## src/rtl/rob_defs.sv

```systemverilog
`default_nettype none
// ============================================================================
// Module      : rob_defs (package)
// Description : Shared ROB types and writeback-arbiter sizing constants.
// Revision    : 1.0 - initial release
// ============================================================================
package rob_defs;

   localparam int RB_NUM_ENTRIES   = 48;
   localparam int RB_ROBID_W       = 6;
   localparam int RB_NUM_WB_PORTS  = 3;
   localparam int RB_WB_FIFO_DEPTH = 2;
   localparam int RB_WB_IDX_W      = (RB_NUM_WB_PORTS > 1) ? $clog2(RB_NUM_WB_PORTS) : 1;

   typedef logic [RB_WB_IDX_W-1:0] t_wb_req_idx;

   typedef struct packed {
      logic [RB_ROBID_W-1:0] robid;
      logic [31:0]           data;
   } t_rob_result;

   // Reduce an integer onto the requester index range.
   function automatic t_wb_req_idx wb_idx_wrap(input int v, input int n);
      return t_wb_req_idx'(v % n);
   endfunction

endpackage
`default_nettype wire

```

## src/rtl/rob_wb_arb_fifo.sv

```systemverilog
`default_nettype none
// ============================================================================
// Module      : wb_skid_fifo
// Description : Per-requester skid FIFO with synchronous flush.
// Revision    : 1.0 - initial release
// ============================================================================
module wb_skid_fifo #(
   parameter int  DEPTH = 2,
   parameter type T     = logic [7:0],
   localparam int c_cnt_w = $clog2(DEPTH + 1)
) (
   input  logic               clk,
   input  logic               reset,
   input  logic               flush,
   input  logic               push,
   input  T                   push_data,
   input  logic               pop,
   output T                   head,
   output logic [c_cnt_w-1:0] count
);

   localparam int                 c_ptr_w    = (DEPTH > 1) ? $clog2(DEPTH) : 1;
   localparam logic [c_cnt_w-1:0] c_depth    = c_cnt_w'(DEPTH);
   localparam logic [c_ptr_w-1:0] c_last_ptr = c_ptr_w'(DEPTH - 1);

   T                   r_mem [DEPTH];
   logic [c_ptr_w-1:0] r_wr_ptr;
   logic [c_ptr_w-1:0] r_rd_ptr;
   logic [c_cnt_w-1:0] r_count;
   logic               w_push_ok;
   logic               w_pop_ok;

   // Pushes into a full FIFO are dropped; upstream must honour ready.
   assign w_push_ok = push && (r_count < c_depth);
   assign w_pop_ok  = pop && (r_count != '0);

   always_ff @(posedge clk) begin
      if (reset || flush) begin
         r_wr_ptr <= '0;
         r_rd_ptr <= '0;
         r_count  <= '0;
      end else begin
         if (w_push_ok)
            r_wr_ptr <= (r_wr_ptr == c_last_ptr) ? '0 : r_wr_ptr + 1'b1;
         if (w_pop_ok)
            r_rd_ptr <= (r_rd_ptr == c_last_ptr) ? '0 : r_rd_ptr + 1'b1;
         if (w_push_ok && !w_pop_ok)
            r_count <= r_count + 1'b1;
         else if (!w_push_ok && w_pop_ok)
            r_count <= r_count - 1'b1;
      end
   end

   always_ff @(posedge clk) begin
      if (w_push_ok && !flush)
         r_mem[r_wr_ptr] <= push_data;
   end

   assign head  = r_mem[r_rd_ptr];
   assign count = r_count;

`ifdef ASSERT
   always_ff @(posedge clk) begin
      if (!reset)
         assert (!(push && (r_count == c_depth)));
   end
`endif

endmodule
`default_nettype wire

```

## src/rtl/rob_wb_arb.sv

```systemverilog
`default_nettype none
// ============================================================================
// Module      : rob_wb_arb
// Description : Round-robin writeback arbiter serialising pipe results to ROB.
// Revision    : 1.0 - initial release
// ============================================================================
module rob_wb_arb
   import rob_defs::*;
#(
   parameter int NUM_REQ = RB_NUM_WB_PORTS,
   parameter int DEPTH   = RB_WB_FIFO_DEPTH
) (
   input  logic               clk,
   input  logic               reset,
   input  logic [NUM_REQ-1:0] req_valid,
   input  t_rob_result        req_result [NUM_REQ],
   output logic [NUM_REQ-1:0] req_ready,
   input  logic               br_mispred_rb1,
   output logic               ro_valid_rb0,
   output t_rob_result        ro_result_rb0
);

   localparam int                 c_cnt_w = $clog2(DEPTH + 1);
   localparam logic [c_cnt_w-1:0] c_depth = c_cnt_w'(DEPTH);

   logic [c_cnt_w-1:0] w_count [NUM_REQ];
   t_rob_result        w_head  [NUM_REQ];
   t_rob_result        w_cand_data [NUM_REQ];
   logic [NUM_REQ-1:0] w_empty;
   logic [NUM_REQ-1:0] w_cand;
   logic [NUM_REQ-1:0] w_push;
   logic [NUM_REQ-1:0] w_pop;
   logic               w_gnt_valid;
   t_wb_req_idx        w_winner;

   t_wb_req_idx        r_rr_ptr;
   logic               r_ro_valid;
   t_rob_result        r_ro_result;

   for (genvar i = 0; i < NUM_REQ; i++) begin : g_req
      logic w_is_winner;

      assign w_is_winner    = w_gnt_valid && (w_winner == t_wb_req_idx'(i));
      assign w_empty[i]     = (w_count[i] == '0);
      assign req_ready[i]   = (w_count[i] < c_depth);
      // Empty FIFO lets the incoming result compete directly (bypass).
      assign w_cand[i]      = !w_empty[i] || req_valid[i];
      assign w_cand_data[i] = w_empty[i] ? req_result[i] : w_head[i];
      assign w_push[i]      = req_valid[i] && !(w_is_winner && w_empty[i]);
      assign w_pop[i]       = w_is_winner && !w_empty[i];

      wb_skid_fifo #(
         .DEPTH (DEPTH),
         .T     (t_rob_result)
      ) u_fifo (
         .clk       (clk),
         .reset     (reset),
         .flush     (br_mispred_rb1),
         .push      (w_push[i]),
         .push_data (req_result[i]),
         .pop       (w_pop[i]),
         .head      (w_head[i]),
         .count     (w_count[i])
      );
   end

   always_comb begin
      w_gnt_valid = 1'b0;
      w_winner    = '0;
      for (int k = 0; k < NUM_REQ; k++) begin
         if (!w_gnt_valid && w_cand[wb_idx_wrap(int'(r_rr_ptr) + k, NUM_REQ)]) begin
            w_gnt_valid = 1'b1;
            w_winner    = wb_idx_wrap(int'(r_rr_ptr) + k, NUM_REQ);
         end
      end
   end

   // Mispredict discards the grant and holds the round-robin pointer.
   always_ff @(posedge clk) begin
      if (reset) begin
         r_rr_ptr    <= '0;
         r_ro_valid  <= 1'b0;
         r_ro_result <= '0;
      end else if (br_mispred_rb1) begin
         r_ro_valid  <= 1'b0;
      end else begin
         r_ro_valid <= w_gnt_valid;
         if (w_gnt_valid) begin
            r_ro_result <= w_cand_data[w_winner];
            r_rr_ptr    <= wb_idx_wrap(int'(w_winner) + 1, NUM_REQ);
         end
      end
   end

   assign ro_valid_rb0  = r_ro_valid;
   assign ro_result_rb0 = r_ro_result;

`ifdef ASSERT
   always_ff @(posedge clk) begin
      if (!reset) begin
         for (int i = 0; i < NUM_REQ; i++)
            assert (!(req_valid[i] && !req_ready[i]));
         if (r_ro_valid)
            assert (r_ro_result.robid < RB_ROBID_W'(RB_NUM_ENTRIES));
         if (w_gnt_valid)
            assert (w_cand[w_winner]);
      end
   end
`endif

endmodule
`default_nettype wire

```

## config.mk

```make
export PLATFORM = sky130hd
export DESIGN_NAME = rob_wb_arb
export DESIGN_NICKNAME = d
export VERILOG_FILES = /design/src/rtl/rob_defs.sv /design/src/rtl/rob_wb_arb_fifo.sv /design/src/rtl/rob_wb_arb.sv
export SDC_FILE = /design/constraint.sdc
export NUM_CORES = 1
export LEC_CHECK = 0
export ABC_AREA = 1
export CAP_MARGIN = 10
export CORE_AREA = 2 2 153 155
export DETAILED_ROUTE_END_ITERATION = 10
export DIE_AREA = 0 0 155 157
export DONT_BUFFER_PORTS = 1
export GPL_TIMING_DRIVEN = 1
export PLACE_DENSITY = 0.7
export SYNTH_ARGS = -nofsm -noshare
export SYNTH_HDL_FRONTEND = slang
export SYNTH_SLANG_ARGS = --single-unit
```

## constraint.sdc

```tcl
create_clock -name clk -period 9.4 [get_ports clk]
set_clock_uncertainty 0.05 [all_clocks]
set_input_delay 1.41 -clock clk [delete_from_list [all_inputs] [get_ports clk]]
set_output_delay 1.41 -clock clk [all_outputs]
set_load 0.1 [all_outputs]
```

==> flow_metrics.py <==
metrics = {
    "die": {
        "die_h_um": 157,
        "core_um2": 22500,
        "rows": 55,
        "io_pins": 162,
        "die_area_um2": 24300,
        "start_util": 0.549,
        "die_w_um": 155,
    },
    "sta": {
        "hold_violations": 0,
        "layout_setup_ws_ns": 4.97,
        "finalCritPeriodShare": 0.471,
        "setup_tns_ns": 0,
        "setup-violations-final": 0,
        "worst_slew_margin_rel": 0.227,
        "worstMarginPinSlew_ns": 1.16,
        "fmax_ghz": 0.226,
        "fin_crit_ns": 4.43,
        "rsz0062_at_grt": "no",
        "drv_slew": 0,
    },
    "cts": {
        "clock-sinks": 284,
        "post_cts_buffers": 0,
        "cts_max_level": 1,
        "clock_path_buffers": 3,
        "clock-root-buffer": "clkbuf_16",
        "numCtsBuffers": 29,
        "cts.clk_slew.worst_paths_ns": 0.06,
        "cts.repair.resized": 0,
        "cts_hold_buffers": 0,
        "cts_tree": "yes",
        "worstSkewPairLatency_ns": 0.54,
    },
    "place": {
        "post-place-ws_ns": 4.58,
        "gp_congestion": 0.860,
        "io_buffers": 0,
        "hpwl_mm": 18.6,
    },
    "setup_path": {
        "rrSetupSlack_ns": 4.97,
        "cp-end-kind": "flop",
        "criticalPathCategory": "flop to flop",
        "worst_ep_arrival_time_ns": 4.57,
        "critPathMaxStageDelay_ns": 0.73,
        "crit_top_cell": "nand2_1",
        "critPathMaxFanout": 28,
        "cp_slowest_cell": "nor2_2",
        "worstPathCellList": "nor2_2 -> nand3_1 -> nand2_1 -> nand2_1 -> nand2_2 -> nand2_1 -> nand2_1 -> nand2_1 -> nand2_4 -> inv_2 -> ha_1 -> nand3_1 -> nand3_1 -> nor3_2 -> buf_4",
        "cp.required_ns": 9.55,
        "worstSetupStartpointType": "flop",
    },
    "yosys": {
        "synthCells": 1239,
        "ys_ff_latch": 284,
        "ys_types": 25,
        "avgSynthCellArea_um2": 9.96,
        "synth_nets": 1365,
        "synth_area_um2": 12300,
        "synth.yosys.seq_area_share": 0.645,
        "synth_warnings": 0,
    },
    "cells_and_area": {
        "diodes": 0,
        "syn_to_final_growth_pct": 8.76,
        "final_nets": 1335,
        "drive_gt1_frac": 0.0666,
    },
    "routing": {
        "drt_first_pass_iters": 5,
        "drt_iter0_markers": 495,
        "drcViolationCount": 0,
        "detail_route.vias_per_cell": 5.53,
        "routedWlPerCell_um": 18.5,
        "vias": 8377,
        "wl_mm": 28.1,
        "antenna_left": 0,
    },
    "grt": {
        "grt_max_degree": 78,
        "met1_usage": 0.268,
        "antenna_found_initial": 0,
        "grt_usage": 0.228,
        "use_met3": 0.0768,
        "grt_pass1_wl_mm": 43.3,
        "grt_overflow": 0,
        "use_met2": 0.395,
        "grt_pass1_vias": 8071,
        "busiest_layer": "met2",
    },
    "flow_run": {
        "max_cap_violations": 0,
    },
    "outcome": {
        "status": "finished, final reports clean",
    },
    "power": {
        "p_leak_nw": 5.02,
        "powerDensity_nw_per_um2": 361,
        "peakVddDrop_uv": 281,
    },
    "min_path": {
        "min_path_type": "flop to flop",
    },
}
-- Yosys cell counts --
cell type | instances | area (µm²)
nand2_1 | 259 | 972
edfxtp_1 | 228 | 6850
o21ai_0 | 155 | 776
inv_1 | 145 | 544
a21oi_1 | 116 | 581
nor2_1 | 81 | 304
clkbuf_1 | 58 | 218
dfxtp_1 | 56 | 1120
o211ai_1 | 55 | 413
a31oi_1 | 21 | 131
nand3_1 | 20 | 100
a21oi_2 | 8 | 70.1
buf_1 | 7 | 26.3
ha_1 | 6 | 75.1
buf_2 | 5 | 25.0
nand4_1 | 3 | 18.8
nor3_1 | 3 | 15.0
buf_6 | 2 | 22.5
inv_2 | 2 | 7.51
nand2_2 | 2 | 12.5
nor2_2 | 2 | 12.5
nor2_4 | 2 | 22.5
buf_4 | 1 | 7.51
nand2_4 | 1 | 11.3
nand4_2 | 1 | 12.5
-- metrics by stage --
stage | hold WS [ns] | cells | utilization | instance area (µm²) | total power, mW
finish | 0.419 | 1516 | 0.597 | 13400 | 4.84
global route | 0.438 | 1516 | 0.597 | 13400 | 5.11
CTS | 0.419 | 1516 | 0.597 | 13400 | 4.88
detailed placement | 0.407 | 1463 | 0.557 | 12500 | 3.80
global placement | 0.402 | 1463 | 0.557 | 12500 | 3.77
floorplan | 0.393 | 1239 | - | 12300 | 3.41
-- worst paths after layout --
kind	startpoint	endpoint	depth (start not counted)
setup / recovery	g_req[1].u_fifo.count[1]	g_req[2].u_fifo.r_mem[1][23]	15
hold reg to reg	g_req[2].u_fifo.r_wr_ptr	g_req[2].u_fifo.r_wr_ptr	2
setup reg to reg	g_req[1].u_fifo.count[1]	g_req[2].u_fifo.r_mem[1][23]	15
hold / removal	g_req[2].u_fifo.r_wr_ptr	g_req[2].u_fifo.r_wr_ptr	2
-- layout by cell type (no fill, tap or decap), types with 5 or more instances in the layout --
cell type    n
nand2_1    259
edfxtp_1   228
o21ai_0    155
inv_1      144
a21oi_1    116
nor2_1      78
o211ai_1    55
dfxtp_1     53
clkbuf_16   31
a31oi_1     21
nand3_1     20
buf_4       12
clkinv_2     9
a21oi_2      8
clkbuf_1     8
ha_1         6
nor2_4       5
-- final cells by class --
cell class                 instances  area (µm²)
inverter                         147         552
clock buffer                      41         833
multi-input combinational        735        3560
timing repair buffer              12        90.1
clock inverter                    12        58.8
fill                            1866        9080
sequential                       284        7970
tap                              285         357
-- logic make-up after synthesis --
family | synth area share
simple gates | 0.120
compound gates | 0.160
flops | 0.645
buf+inv | 0.0689
fa+ha+maj | 0.00608
-- metal layers --
| metal | vias to the layer above | routed length [µm] |
|---|---|---|
| met1 | 3885 | 10600 |
| met3 | 61 | 2740 |
| li1 | 4184 | - |
| met5 | - | 0 |
| met4 | 0 | 929 |
| met2 | 247 | 13800 |
-- state kept, by name, indices dropped and copies added, names as in the netlist, named ones only --
signal,count
g_req.u_fifo.r_rd_ptr,3
ro_valid_rb0,1
r_rr_ptr,2
ro_result_rb0,38
g_req.u_fifo.r_wr_ptr,3
g_req.u_fifo.r_mem,228
g_req.u_fifo.count,6
-- power breakdown --
| part | leakage, nW | internal, mW | switching, mW |
|---|---|---|---|
| registers | 2.54 | 1.62 | 0.689 |
| clock network | 0.449 | 0.615 | 0.460 |
| logic | 2.03 | 0.388 | 1.07 |
-- critical path, delay by kind of cell (launching register included) --
family	cells	cell delay, ns
fa+ha+maj	1	0.30
simple gates	12	2.60
flops	1	0.32
buf+inv	2	0.77
No activity file was read; power rests on OpenSTA's default activity.
